`config.mk`:
```
export PLATFORM = sky130hd
export DESIGN_NAME = divider_arbiter
export DESIGN_NICKNAME = d
export VERILOG_FILES = /design/src/rtl/divarb_pkg.sv /design/src/rtl/rr_arbiter2.sv /design/src/rtl/divider_arbiter.sv
export SDC_FILE = /design/constraint.sdc
export NUM_CORES = 1
export LEC_CHECK = 0
export ABC_AREA = 1
export CAP_MARGIN = 15
export CORE_AREA = 2 2 152 154
export CTS_BUF_LIST = sky130_fd_sc_hd__clkbuf_8
export CTS_CLUSTER_DIAMETER = 40
export CTS_CLUSTER_SIZE = 8
export DETAILED_ROUTE_END_ITERATION = 16
export DIE_AREA = 0 0 154 156
export PLACE_DENSITY = 0.61
export SLEW_MARGIN = 20
export SYNTH_ARGS = -nofsm -noshare
export SYNTH_HDL_FRONTEND = slang
export SYNTH_SLANG_ARGS = --single-unit
```
`constraint.sdc`:
```
create_clock -name clk -period 2.4 [get_ports clk]
set_clock_uncertainty 0.1 [all_clocks]
set_input_delay 0.24 -clock clk [delete_from_list [all_inputs] [get_ports clk]]
set_output_delay 0.24 -clock clk [all_outputs]
set_load 0.02 [all_outputs]
```
`src/rtl/divarb_pkg.sv`:
```
// -----------------------------------------------------------------------------
// divarb_pkg
// Shared constants for the divider arbiter: FSM state encoding, default
// datapath width and timeout, and channel identifiers.
// -----------------------------------------------------------------------------
package divarb_pkg;

  localparam int unsigned DEF_WIDTH   = 32;
  localparam int unsigned DEF_TIMEOUT = 40;

  localparam logic [2:0] ST_IDLE  = 3'd0;
  localparam logic [2:0] ST_START = 3'd1;
  localparam logic [2:0] ST_ARM   = 3'd2;
  localparam logic [2:0] ST_WAIT  = 3'd3;
  localparam logic [2:0] ST_RESP  = 3'd4;

  localparam logic CH0 = 1'b0;
  localparam logic CH1 = 1'b1;

endpackage

```
`src/rtl/rr_arbiter2.sv`:
```
// -----------------------------------------------------------------------------
// rr_arbiter2
// Two-requester combinational round-robin arbiter.
// Ports:
//   req_i   [1:0]  request vector (bit n = channel n)
//   last_i         channel served most recently (0 = ch0, 1 = ch1)
//   grant_o [1:0]  one-hot grant, zero when nobody requests
// -----------------------------------------------------------------------------
module rr_arbiter2 (
  input  logic [1:0] req_i,
  input  logic       last_i,
  output logic [1:0] grant_o
);

  // Single requester always wins; on contention the channel not served last wins.
  always_comb begin
    grant_o = 2'b00;
    case (req_i)
      2'b01:   grant_o = 2'b01;
      2'b10:   grant_o = 2'b10;
      2'b11:   grant_o = last_i ? 2'b01 : 2'b10;
      default: grant_o = 2'b00;
    endcase
  end

endmodule

```
`src/rtl/divider_arbiter.sv`:
```
// -----------------------------------------------------------------------------
// divider_arbiter
// Sequencer and two-channel round-robin arbiter in front of one shared
// multi-cycle unsigned divider.
//   clk, rst                 clock, synchronous active-high reset
//   reqN_valid/ready/a/b     request handshake and operands (N = 0,1)
//   respN_valid/q/r/err      one-cycle result strobe with quotient,
//                            remainder and timeout flag
//   div_start, div_a, div_b  divider launch pulse and held operands
//   div_finish, div_q, div_r divider completion and results
//   busy                     high whenever the controller is not idle
// Optional feature: DIVARB_ZERO_BYPASS_EN answers b==0 requests directly
// (q = all ones, r = a) without using the divider.
// -----------------------------------------------------------------------------
module divider_arbiter
  import divarb_pkg::*;
#(
  parameter int unsigned WIDTH   = DEF_WIDTH,
  parameter int unsigned TIMEOUT = DEF_TIMEOUT
) (
  input  logic             clk,
  input  logic             rst,
  input  logic             req0_valid,
  output logic             req0_ready,
  input  logic [WIDTH-1:0] req0_a,
  input  logic [WIDTH-1:0] req0_b,
  input  logic             req1_valid,
  output logic             req1_ready,
  input  logic [WIDTH-1:0] req1_a,
  input  logic [WIDTH-1:0] req1_b,
  output logic             resp0_valid,
  output logic [WIDTH-1:0] resp0_q,
  output logic [WIDTH-1:0] resp0_r,
  output logic             resp0_err,
  output logic             resp1_valid,
  output logic [WIDTH-1:0] resp1_q,
  output logic [WIDTH-1:0] resp1_r,
  output logic             resp1_err,
  output logic             div_start,
  output logic [WIDTH-1:0] div_a,
  output logic [WIDTH-1:0] div_b,
  input  logic             div_finish,
  input  logic [WIDTH-1:0] div_q,
  input  logic [WIDTH-1:0] div_r,
  output logic             busy
);

  localparam int unsigned   CW       = $clog2(TIMEOUT) + 1;
  localparam logic [CW-1:0] CNT_LAST = CW'(TIMEOUT - 1);

  logic [2:0]       state_q, state_d;
  logic             last_q, last_d;
  logic             owner_q, owner_d;
  logic [WIDTH-1:0] a_q, a_d, b_q, b_d;
  logic [WIDTH-1:0] q_q, q_d, r_q, r_d;
  logic             err_q, err_d;
  logic [CW-1:0]    cnt_q, cnt_d;

  logic [1:0]       grant;
  logic             in_idle;
  logic             hs;
  logic             sel1;
  logic [WIDTH-1:0] a_sel, b_sel;

  rr_arbiter2 u_rr (
    .req_i   ({req1_valid, req0_valid}),
    .last_i  (last_q),
    .grant_o (grant)
  );

  assign in_idle    = (state_q == ST_IDLE);
  assign req0_ready = in_idle & grant[0];
  assign req1_ready = in_idle & grant[1];
  assign hs         = req0_ready | req1_ready;
  assign sel1       = grant[1];
  assign a_sel      = sel1 ? req1_a : req0_a;
  assign b_sel      = sel1 ? req1_b : req0_b;

  // Next-state and datapath capture for the sequencing FSM.
  always_comb begin
    state_d = state_q;
    last_d  = last_q;
    owner_d = owner_q;
    a_d     = a_q;
    b_d     = b_q;
    q_d     = q_q;
    r_d     = r_q;
    err_d   = err_q;
    cnt_d   = cnt_q;
    case (state_q)
      ST_IDLE: begin
        if (hs) begin
          owner_d = sel1 ? CH1 : CH0;
          a_d     = a_sel;
          b_d     = b_sel;
          err_d   = 1'b0;
`ifdef DIVARB_ZERO_BYPASS_EN
          if (b_sel == '0) begin
            q_d     = '1;
            r_d     = a_sel;
            state_d = ST_RESP;
          end else begin
            state_d = ST_START;
          end
`else
          state_d = ST_START;
`endif
        end else begin
          state_d = ST_IDLE;
        end
      end
      ST_START: state_d = ST_ARM;
      // A finish still showing from the previous operation is ignored here.
      ST_ARM: begin
        cnt_d   = '0;
        state_d = ST_WAIT;
      end
      ST_WAIT: begin
        if (div_finish) begin
          q_d     = div_q;
          r_d     = div_r;
          err_d   = 1'b0;
          state_d = ST_RESP;
        end else if (cnt_q == CNT_LAST) begin
          q_d     = '0;
          r_d     = '0;
          err_d   = 1'b1;
          state_d = ST_RESP;
        end else begin
          cnt_d = cnt_q + CW'(1);
        end
      end
      ST_RESP: begin
        last_d  = owner_q;
        state_d = ST_IDLE;
      end
      default: state_d = ST_IDLE;
    endcase
  end

  // State registers; reset returns to IDLE with ch1 marked as last served.
  always_ff @(posedge clk) begin
    if (rst) begin
      state_q <= ST_IDLE;
      last_q  <= CH1;
      owner_q <= CH0;
      a_q     <= '0;
      b_q     <= '0;
      q_q     <= '0;
      r_q     <= '0;
      err_q   <= 1'b0;
      cnt_q   <= '0;
    end else begin
      state_q <= state_d;
      last_q  <= last_d;
      owner_q <= owner_d;
      a_q     <= a_d;
      b_q     <= b_d;
      q_q     <= q_d;
      r_q     <= r_d;
      err_q   <= err_d;
      cnt_q   <= cnt_d;
    end
  end

  // Captured operands feed the divider directly, so they stay stable
  // regardless of what the requesters do after the handshake.
  assign div_start = (state_q == ST_START);
  assign div_a     = a_q;
  assign div_b     = b_q;
  assign busy      = ~in_idle;

  assign resp0_valid = (state_q == ST_RESP) & (owner_q == CH0);
  assign resp1_valid = (state_q == ST_RESP) & (owner_q == CH1);
  assign resp0_q     = resp0_valid ? q_q : '0;
  assign resp0_r     = resp0_valid ? r_q : '0;
  assign resp0_err   = resp0_valid & err_q;
  assign resp1_q     = resp1_valid ? q_q : '0;
  assign resp1_r     = resp1_valid ? r_q : '0;
  assign resp1_err   = resp1_valid & err_q;

endmodule
```
==> results.cfg <==
[global_route]
gr-usage-all-layers_pct = 20.5
wire_length_of_the_first_global_routing_pass_um = 38900
grt_remaining_overflow = 0
grt_start_max_net_pins = 77
via_count_of_the_first_global_routing_pass = 7165
antenna_found_initial = 1

[placement]
place_worst_setup_slack_ps = 142
routabilityCongestion = 0.848
post-dp-hpwl_um = 18400
detailed_place.area_um2 = 10700
cell_count_after_placement = 1589
numPortBuffers = 396

[synthesis]
post-synth-top-area-fraction_pct = 43.4
seq_area_frac_synth_pct = 43.4
synth_cell_types = 31
synth_async_sr_flop_share_pct = 0
synth-warning-count = 0
post_synth_inst_count = 963
post_synth.cell_area_avg_um2 = 6.75
post_synth_instance_area_um2 = 6500
postSynth.topFlopCell = sky130_fd_sc_hd__dfxtp_1
ys_seq_elements = 141
synth_area_leader_cell = sky130_fd_sc_hd__dfxtp_1
synth_enable_flop_cells = 0
synth.area.top_cells = sky130_fd_sc_hd__dfxtp_1 (43%), sky130_fd_sc_hd__nand2_1 (16%), sky130_fd_sc_hd__nor2_1 (8.6%)
number_of_nets_produced_by_synthesis = 1161

[layout]
fin_nets = 1521
final_layout_size_suffix_gt1_share_pct = 12.6
area.sequential_um2 = 2820
filler_cell_count = 2347
mostFrequentLayoutCell = sky130_fd_sc_hd__nand2_1
final_util_pct = 47.2
post_layout_nonfiller_instances = 1618
multi_input_area_um2 = 2940
design_area_um2 = 10500
antenna-diode-count = 0
layout.cells.most_common_list = sky130_fd_sc_hd__nand2_1 (284), sky130_fd_sc_hd__clkdlybuf4s50_1 (262), sky130_fd_sc_hd__nor2_1 (148), sky130_fd_sc_hd__dfxtp_1 (141), sky130_fd_sc_hd__clkbuf_2 (100)
flow.area_growth_from_synthesis_pct = 62.2

[detailed_routing]
detail_route.vias_per_cell = 4.57
drc = 0
drt_pre_antenna_iters = 4
vias = 7402
drt_iter0_markers = 358
postRouteAntennaNets = 0
wire_length_after_detailed_routing_um = 25200
detail_route.wl_per_cell_um = 15.6

[cts]
hold_buffers_post_cts = 0
clk_lat_worst_skew_ps = 440
tritoncts_clock_tree = built
cts_inserted_buffers = 17
cts-htree-levels = 4
clockRootBuffer = sky130_fd_sc_hd__clkbuf_8
cts_num_sinks = 141
max-clock-path-buffers = 2
worst_setup_hold_path_clk_slew_ps = 90

[sta]
min_period_over_period_pct = 95.2
max_clock_freq_mhz = 438
final.setup.tns_ps = 0
finalSetupViolations = 0
final_period_minus_worst_setup_slack_ps = 2280
rsz0062_at_grt = true
pin_slew_with_the_least_headroom_to_its_limit_ps = 847
timing.final.max_slew_violations = 0
maxSlewHeadroom_pct = 43.5
setup_ws_ps = 115
hold_viol_final = 0

[setup_path]
arrival_ps = 1940
timing.critical_path.from_type = flip-flop
path_max_fanout = 49
endpoint_kind = primary output
critical_path_type = reg2out
worst-endpoint-required_ps = 2060

[floorplan]
core_um2 = 22400
top_level_ports = 397
row_count = 55
starting_density_of_the_core_pct = 29.1
die_w_um = 154
floorplan_die_height_um = 156
fp.dieArea_um2 = 24000

[pwr]
irDropWorstVdd_uv = 383
leakagePower_nw = 4.05
cellPowerDensity_nw_per_um2 = 601

[flow_run]
cap_viol_max_count = 0

[outcome]
outcome = complete, no violations

[worst_hold_path]
hold_path.class = in2reg
-- Yosys cell counts (2+ instances only) --
| master | n |
|---|---|
| sky130_fd_sc_hd__inv_2 | 3 |
| sky130_fd_sc_hd__o21ai_1 | 30 |
| sky130_fd_sc_hd__nor2_2 | 2 |
| sky130_fd_sc_hd__nor2_4 | 2 |
| sky130_fd_sc_hd__buf_2 | 19 |
| sky130_fd_sc_hd__clkbuf_1 | 31 |
| sky130_fd_sc_hd__nor3_1 | 2 |
| sky130_fd_sc_hd__a21oi_1 | 76 |
| sky130_fd_sc_hd__nor2_1 | 149 |
| sky130_fd_sc_hd__buf_4 | 5 |
| sky130_fd_sc_hd__nand2_1 | 285 |
| sky130_fd_sc_hd__nand2_2 | 2 |
| sky130_fd_sc_hd__o21ai_0 | 36 |
| sky130_fd_sc_hd__nand3_1 | 6 |
| sky130_fd_sc_hd__buf_6 | 15 |
| sky130_fd_sc_hd__inv_1 | 82 |
| sky130_fd_sc_hd__a31oi_1 | 64 |
| sky130_fd_sc_hd__dfxtp_1 | 141 |
-- per-layer routing --
metal	wire length, um	global-route usage, %	vias up	share of wire, %
met5	13	0	-	0.052
met4	264	4.76	2	1.0
met3	2510	8.28	16	10
met2	12100	35.5	287	48
met1	10300	23.7	3336	41
li1	-	-	3761	-
-- registers in the layout, indices dropped and copies added, names as in the netlist --
register,cells
div_a,32
div_b,32
q_q,32
r_q,32
cnt_q,7
state_q,3
err_q,1
last_q,1
owner_q,1
-- where the power goes --
part           leakage, nW  switching [mW]  internal [mW]  total [mW]
Clock                0.196           0.969           1.04        2.01
Sequential            1.15           0.119           2.55        2.67
Combinational         2.70           0.828          0.832        1.66
Total                 4.05            1.92           4.42        6.34
-- logic make-up after synthesis --
| family | count (synthesis) | share of synthesized area (%) |
|---|---|---|
| muxes | 1 | 0.154 |
| buffers and inverters | 158 | 11.6 |
| AOI/OAI and AO/OA | 210 | 17.7 |
| DFF | 141 | 43.4 |
| and+or+nand+nor | 451 | 26.8 |
| xor gates and xnor gates | 1 | 0.135 |
| adders and majority gates | 1 | 0.192 |
-- path summary, 6_finish.rpt --
check | from | end | slack (ps) | cells past startpoint
worst max-delay path | state_q[0]$_SDFFE_PP0P_ | resp1_r[24] | 120 | 7
worst min-delay path | rst | div_b[10]$_SDFFE_PP0P_ | 110 | 4
worst max register to register | state_q[2]$_SDFFE_PP0P_ | div_a[29]$_SDFFE_PP0P_ | 660 | 7
worst min register to register | r_q[2]$_SDFFE_PP0P_ | r_q[2]$_SDFFE_PP0P_ | 360 | 2
-- through the flow --
step | power (mW) | hold slack, ps
after floorplan | 3.49 | 287
after global routing | 6.67 | 105
after detailed placement | 4.39 | 352
after global placement | 4.39 | 348
final | 6.34 | 111
after CTS | 6.42 | 85.4
-- critical path: stages (launching register included) --
cell and delay, ps:
sky130_fd_sc_hd__dfxtp_1 360, sky130_fd_sc_hd__nor2_4 140, sky130_fd_sc_hd__nand2_1 140, sky130_fd_sc_hd__nor2_2 150, sky130_fd_sc_hd__inv_2 60, sky130_fd_sc_hd__buf_12 170, sky130_fd_sc_hd__nor2_2 170, sky130_fd_sc_hd__clkdlybuf4s15_2 290
-- repair_timing --
action,4_1_cts,5_1_grt
pin swaps,0,0
buffers inserted,0,0
resized for setup,141,212
endpoints found under the setup margin,131,95
-- area by class of cell --
class | count | area share [%]
inverters | 86 | 3.13
multi-input cells | 664 | 27.9
repair buffers | 413 | 35.1
well taps | 285 | 3.38
clock buffers | 18 | 2.35
flip-flops and latches | 141 | 26.8
clock inverters | 11 | 1.39
(Power assumes the default switching activity.)
